## src/rtl/adder_pkg.sv

```systemverilog
// Shared definitions for the serial carry-lookahead adder: slice width,
// sequencer states and the slice-counter width helper.
package adder_pkg;

    localparam int CLA_SLICE_W = 5;

    typedef enum logic [1:0] {
        IDLE = 2'd0,
        RUN  = 2'd1,
        DONE = 2'd2
    } state_e;

    // A one-slice adder still needs a one-bit counter so idx is never zero-width.
    function automatic int idx_width(input int n);
        if (n <= 1) begin
            return 1;
        end else begin
            return $clog2(n);
        end
    endfunction

endpackage

```

## src/rtl/serial_cla_adder_cla.sv

```systemverilog
// Purely combinational 5-bit carry-lookahead slice: every carry is formed
// directly from generate/propagate terms and the slice carry-in.
module cla
    import adder_pkg::*;
(
    input  logic [CLA_SLICE_W-1:0] a_i,
    input  logic [CLA_SLICE_W-1:0] b_i,
    input  logic                   cin_i,
    output logic [CLA_SLICE_W-1:0] sum_o,
    output logic                   cout_o
);

    logic [CLA_SLICE_W-1:0] g_s;
    logic [CLA_SLICE_W-1:0] p_s;
    logic [CLA_SLICE_W:0]   c_s;

    assign g_s = a_i & b_i;
    assign p_s = a_i ^ b_i;

    assign c_s[0] = cin_i;
    assign c_s[1] = g_s[0]
                  | (p_s[0] & c_s[0]);
    assign c_s[2] = g_s[1]
                  | (p_s[1] & g_s[0])
                  | (p_s[1] & p_s[0] & c_s[0]);
    assign c_s[3] = g_s[2]
                  | (p_s[2] & g_s[1])
                  | (p_s[2] & p_s[1] & g_s[0])
                  | (p_s[2] & p_s[1] & p_s[0] & c_s[0]);
    assign c_s[4] = g_s[3]
                  | (p_s[3] & g_s[2])
                  | (p_s[3] & p_s[2] & g_s[1])
                  | (p_s[3] & p_s[2] & p_s[1] & g_s[0])
                  | (p_s[3] & p_s[2] & p_s[1] & p_s[0] & c_s[0]);
    assign c_s[5] = g_s[4]
                  | (p_s[4] & g_s[3])
                  | (p_s[4] & p_s[3] & g_s[2])
                  | (p_s[4] & p_s[3] & p_s[2] & g_s[1])
                  | (p_s[4] & p_s[3] & p_s[2] & p_s[1] & g_s[0])
                  | (p_s[4] & p_s[3] & p_s[2] & p_s[1] & p_s[0] & c_s[0]);

    assign sum_o  = p_s ^ c_s[CLA_SLICE_W-1:0];
    assign cout_o = c_s[CLA_SLICE_W];

endmodule

```

## src/rtl/serial_cla_adder.sv

```systemverilog
// Wide adder that streams operands through one 5-bit CLA slice per clock,
// carrying between slices through a registered carry.
module serial_cla_adder
    import adder_pkg::*;
#(
    parameter  int NSLICE = 4,
    localparam int WIDTH  = CLA_SLICE_W * NSLICE
) (
    input  logic             clk,
    input  logic             rst_n,
    input  logic             in_valid,
    output logic             in_ready,
    input  logic [WIDTH-1:0] in_a,
    input  logic [WIDTH-1:0] in_b,
    input  logic             in_cin,
    output logic             out_valid,
    input  logic             out_ready,
    output logic [WIDTH-1:0] out_sum,
    output logic             out_cout
);

    localparam int             IDX_W    = idx_width(NSLICE);
    localparam logic [IDX_W-1:0] LAST_IDX = IDX_W'(NSLICE - 1);

    state_e             state_q, state_d;
    logic [IDX_W-1:0]   idx_q,   idx_d;
    logic [WIDTH-1:0]   a_q,     a_d;
    logic [WIDTH-1:0]   b_q,     b_d;
    logic               carry_q, carry_d;
    logic [WIDTH-1:0]   sum_q,   sum_d;
    logic               cout_q,  cout_d;

    logic [CLA_SLICE_W-1:0] slice_sum_s;
    logic                   slice_cout_s;

    // Operands shift right each RUN cycle, so the active slice is always the low bits.
    cla u_cla (
        .a_i    (a_q[CLA_SLICE_W-1:0]),
        .b_i    (b_q[CLA_SLICE_W-1:0]),
        .cin_i  (carry_q),
        .sum_o  (slice_sum_s),
        .cout_o (slice_cout_s)
    );

    // Sequencer next-state and datapath update.
    always_comb begin
        state_d = state_q;
        idx_d   = idx_q;
        a_d     = a_q;
        b_d     = b_q;
        carry_d = carry_q;
        sum_d   = sum_q;
        cout_d  = cout_q;
        case (state_q)
            IDLE: begin
                if (in_valid) begin
                    state_d = RUN;
                    idx_d   = '0;
                    a_d     = in_a;
                    b_d     = in_b;
                    carry_d = in_cin;
                end else begin
                    state_d = IDLE;
                end
            end
            RUN: begin
                a_d     = a_q >> CLA_SLICE_W;
                b_d     = b_q >> CLA_SLICE_W;
                carry_d = slice_cout_s;
                cout_d  = slice_cout_s;
                sum_d[CLA_SLICE_W * int'(idx_q) +: CLA_SLICE_W] = slice_sum_s;
                if (idx_q == LAST_IDX) begin
                    state_d = DONE;
                    idx_d   = '0;
                end else begin
                    state_d = RUN;
                    idx_d   = idx_q + IDX_W'(1);
                end
            end
            DONE: begin
                if (out_ready) begin
                    state_d = IDLE;
                end else begin
                    state_d = DONE;
                end
            end
            default: begin
                state_d = IDLE;
                idx_d   = '0;
            end
        endcase
    end

    // State, operand, carry and result registers.
    always_ff @(posedge clk or negedge rst_n) begin
        if (!rst_n) begin
            state_q <= IDLE;
            idx_q   <= '0;
            a_q     <= '0;
            b_q     <= '0;
            carry_q <= 1'b0;
            sum_q   <= '0;
            cout_q  <= 1'b0;
        end else begin
            state_q <= state_d;
            idx_q   <= idx_d;
            a_q     <= a_d;
            b_q     <= b_d;
            carry_q <= carry_d;
            sum_q   <= sum_d;
            cout_q  <= cout_d;
        end
    end

    assign in_ready  = (state_q == IDLE);
    assign out_valid = (state_q == DONE);
    assign out_sum   = sum_q;
    assign out_cout  = cout_q;

endmodule

```

## config.mk

```make
export PLATFORM = sky130hd
export DESIGN_NAME = serial_cla_adder
export DESIGN_NICKNAME = d
export VERILOG_FILES = /design/src/rtl/adder_pkg.sv /design/src/rtl/serial_cla_adder_cla.sv /design/src/rtl/serial_cla_adder.sv
export SDC_FILE = /design/constraint.sdc
export NUM_CORES = 1
export LEC_CHECK = 0
export ABC_AREA = 1
export BUFFER_PORTS_ARGS = -buffer_cell sky130_fd_sc_hd__buf_2
export CORE_ASPECT_RATIO = 1.5
export CORE_MARGIN = 8
export CORE_UTILIZATION = 30
export DETAILED_ROUTE_END_ITERATION = 8
export GPL_ROUTABILITY_DRIVEN = 0
export PLACE_DENSITY_LB_ADDON = 0.25
export SYNTH_ARGS = -nofsm -noshare
export SYNTH_HDL_FRONTEND = slang
export SYNTH_SLANG_ARGS = --single-unit
```

## constraint.sdc

```tcl
create_clock -name clk -period 1.8 [get_ports clk]
set_input_delay 0.18 -clock clk [delete_from_list [all_inputs] [get_ports clk]]
set_output_delay 0.18 -clock clk [all_outputs]
set_load 0.05 [all_outputs]
```

==> results.py <==
metrics = {
    "routing": {
        "routed_wl_um": 8470,
        "length_of_the_first_detailed_routing_pass_in_iterations": 4,
        "drt-vias-per-instance": 4.89,
        "wire_per_inst_um": 15.4,
        "drtAntennaViolNets": 0,
        "drt-initial-drc-count": 67,
        "drt_drc_violations_left": 0,
        "detailroute.via_count": 2688,
    },
    "layout": {
        "post_route_cells_drive_above_1_share_pct": 23.6,
        "antenna_diode_instance_count": 0,
        "final_cell_area_um2": 3940,
        "layout.cells.most_common": "sky130_fd_sc_hd__nand2_1",
        "final_net_count": 485,
        "final_cell_count_no_fill": 550,
        "utilization_pct": 38.9,
        "synthToLayoutAreaGrowth_pct": 26.6,
        "layout.cells.most_common_list": "77 x sky130_fd_sc_hd__nand2_1, 67 x sky130_fd_sc_hd__buf_2, 66 x sky130_fd_sc_hd__dfrtp_1, 41 x sky130_fd_sc_hd__o21ai_0, 40 x sky130_fd_sc_hd__nor2_1",
    },
    "cts": {
        "post_cts.repair.setup_buffers": 0,
        "tritoncts": "done",
        "htree_levels": 3,
        "clk_pin_slew_ns": 0.05,
        "numCtsBuffers": 9,
        "cts.root.buffer_cell": "sky130_fd_sc_hd__clkbuf_16",
        "clk_latency_ns": 0.33,
        "clock_sink_count": 66,
        "clock_tree.buffer_depth": 2,
    },
    "synthesis": {
        "synth_mux_area_share_pct": 0,
        "yosys.area_share.simple_pct": 19.0,
        "synth.yosys.seq_area_share_pct": 53.0,
        "ys_ff_latch": 66,
        "yosys_warnings": 0,
        "synth.distinct_cells": 28,
        "synthesis.area_um2": 3110,
        "synth_top_family_by_area": "simple AND/OR/NAND/NOR gates",
        "synth-compound-area-share_pct": 17.2,
        "synth_top_cell_by_area": "sky130_fd_sc_hd__dfrtp_1",
        "synth_fa_ha_area_share_pct": 5.06,
        "syn_nets": 411,
        "synth.area.top_cells": "sky130_fd_sc_hd__dfrtp_1 53%, sky130_fd_sc_hd__nand2_1 9.3%, sky130_fd_sc_hd__o21ai_0 6.6%",
        "syn_avg_cell_area_um2": 8.80,
        "gate_count_post_synth": 354,
        "synth_top_area_share_pct": 53.0,
        "synthXorXnorAreaFrac_pct": 0.281,
    },
    "critical_path": {
        "startpoint": "a_q[1]$_DFFE_PN0P_",
        "crit_family": "compound AO/OA/AOI/OAI gates",
        "delay_of_the_slowest_critical_path_stage_ns": 0.38,
        "required_ns": 1.99,
        "crit_top_cell": "sky130_fd_sc_hd__nand2_1",
        "crit_path_end_kind": "flip-flop",
        "worst_r2r_src": "a_q[1]$_DFFE_PN0P_",
        "critical_path.slowest_cell": "sky130_fd_sc_hd__dfrtp_1",
        "critical_path.n_buffers_inverters": 0,
        "timing.critical_path.from_type": "flip-flop",
        "critical_path_arrival_ns": 1.92,
        "timing.critical_path.fanout_max": 4,
        "timing.critical_path.cells": "ha_1 -> nand2_1 -> nand3_1 -> nand2_1 -> nand2_1 -> o21ai_0 -> a21oi_1",
        "criticalPathCategory": "reg2reg",
    },
    "timing": {
        "rsz0062_at_grt": "true",
        "timing.final.crit_period_ns": 1.72,
        "total_neg_setup_slack_ns": 0,
        "fmax_ghz": 0.580,
        "slew-limit-headroom_pct": 69.5,
        "skew_ns": 0.00588,
        "timing_hold_violations_final": 0,
        "setup_violations": 0,
        "report.final.slew_viol_count": 0,
        "fin_crit_sh_pct": 95.8,
        "worstMarginPinSlew_ns": 0.456,
    },
    "placement": {
        "standard_cell_area_after_detailed_placement_um2": 3630,
        "portBuffers": 67,
        "post-place-cells": 533,
        "hpwlAfterDp_um": 6450,
    },
    "status": {
        "status": "complete, no violations",
    },
    "floorplan": {
        "core.rowCount": 45,
        "ios": 68,
        "die_width_um": 99.2,
        "die_area_um2": 14000,
        "design.core.area_um2": 10100,
        "start_util_pct": 30.7,
        "die-height_um": 141,
    },
    "grt": {
        "grt.total_usage_pct": 13.0,
        "antenna_found_initial": 0,
        "global_route_wire_length_before_repair_um": 14300,
        "via_count_of_the_first_global_routing_pass": 2898,
        "gr-total-overflow": 0,
        "grt_max_degree": 50,
    },
    "run": {
        "timing.max_cap.violations": 0,
    },
    "worst_hold_path": {
        "worst_hold_path_type": "in2reg",
        "hp-start": "out_ready",
    },
    "pwr": {
        "pwr_density_nw_per_um2": 2070,
        "totalPowerFinal_mw": 8.17,
        "power_leakage_nw": 2.00,
        "ir_drop_mv": 1.11,
    },
}
## sequential cells by signal, summed over array words and instances (netlist names)
| signal | count |
|---|---|
| carry_q | 1 |
| b_q | 20 |
| idx_q | 2 |
| out_cout | 1 |
| a_q | 20 |
| out_sum | 20 |
| state_q | 2 |
## worst paths after layout
check	cells past startpoint	to	slack [ns]
max	7	carry_q$_DFFE_PN0P_	0.08
min	2	state_q[1]$_DFF_PN0_	0.05
max in group asynchronous	3	a_q[4]$_DFFE_PN0P_	0.86
max reg2reg	7	carry_q$_DFFE_PN0P_	0.08
min reg2reg	2	out_sum[17]$_DFFE_PN0P_	0.47
min in group asynchronous	2	out_sum[14]$_DFFE_PN0P_	0.32
## through the flow
stage / hold WS, ns / setup WS (ns)
finish: 0.0528 / 0.0758
detailed placement: 0.146 / 0.0767
global route: 0.0469 / -0.0794
floorplan: -0.116 / 0.0208
CTS: 0.0447 / 0.0659
global placement: 0.144 / 0.112
## logic make-up (layout without fill, tap and decap cells)
| family | Yosys count | count (layout) |
|---|---|---|
| compound gates | 95 | 95 |
| buf+inv | 42 | 121 |
| flops | 66 | 66 |
| simple gates | 138 | 138 |
| xor+xnor | 1 | 1 |
| fa+ha+maj | 12 | 12 |
## power breakdown
part / switching, mW / leakage [nW] / internal (mW)
Clock: 0.627 / 0.136 / 1.07
Combinational: 2.73 / 1.00 / 1.27
Sequential: 0.371 / 0.858 / 2.11
Total: 3.73 / 2.00 / 4.44
## final cells by class
type,count,area [um2]
Tap cell,117,146
Fill cell,1070,6190
Sequential cell,66,1650
Clock inverter,5,55.1
Multi-Input combinational cell,246,1310
Clock buffer,11,233
Inverter,26,97.6
Timing Repair Buffer,79,453
## cells in the mapped netlist (all sizes together)
cell,count
nor3b,1
nor3,3
nand4,6
clkbuf,10
nand2,78
dfrtp,66
a21oi,34
xnor2,1
nor2,41
nand2b,1
fa,1
buf,6
inv,26
o31ai,2
o21ai,46
o22ai,2
a22o,3
a32o,8
nand3,8
ha,11
## layer usage
| metal | share of wire (%) | track usage, % | vias up |
|---|---|---|---|
| met5 | 0 | 0 | - |
| met4 | 4.0 | 8.17 | 0 |
| met3 | 5.2 | 3.94 | 25 |
| met2 | 49 | 21.3 | 69 |
| met1 | 42 | 14.4 | 1257 |
| li1 | - | - | 1337 |
## timing repair
action	4_1_cts	5_1_grt
gates resized for setup	0	2
endpoints found under the hold margin	17	0
hold buffers	1	0
endpoints found under the setup margin	0	8
Power figures use the tool's default switching activity.
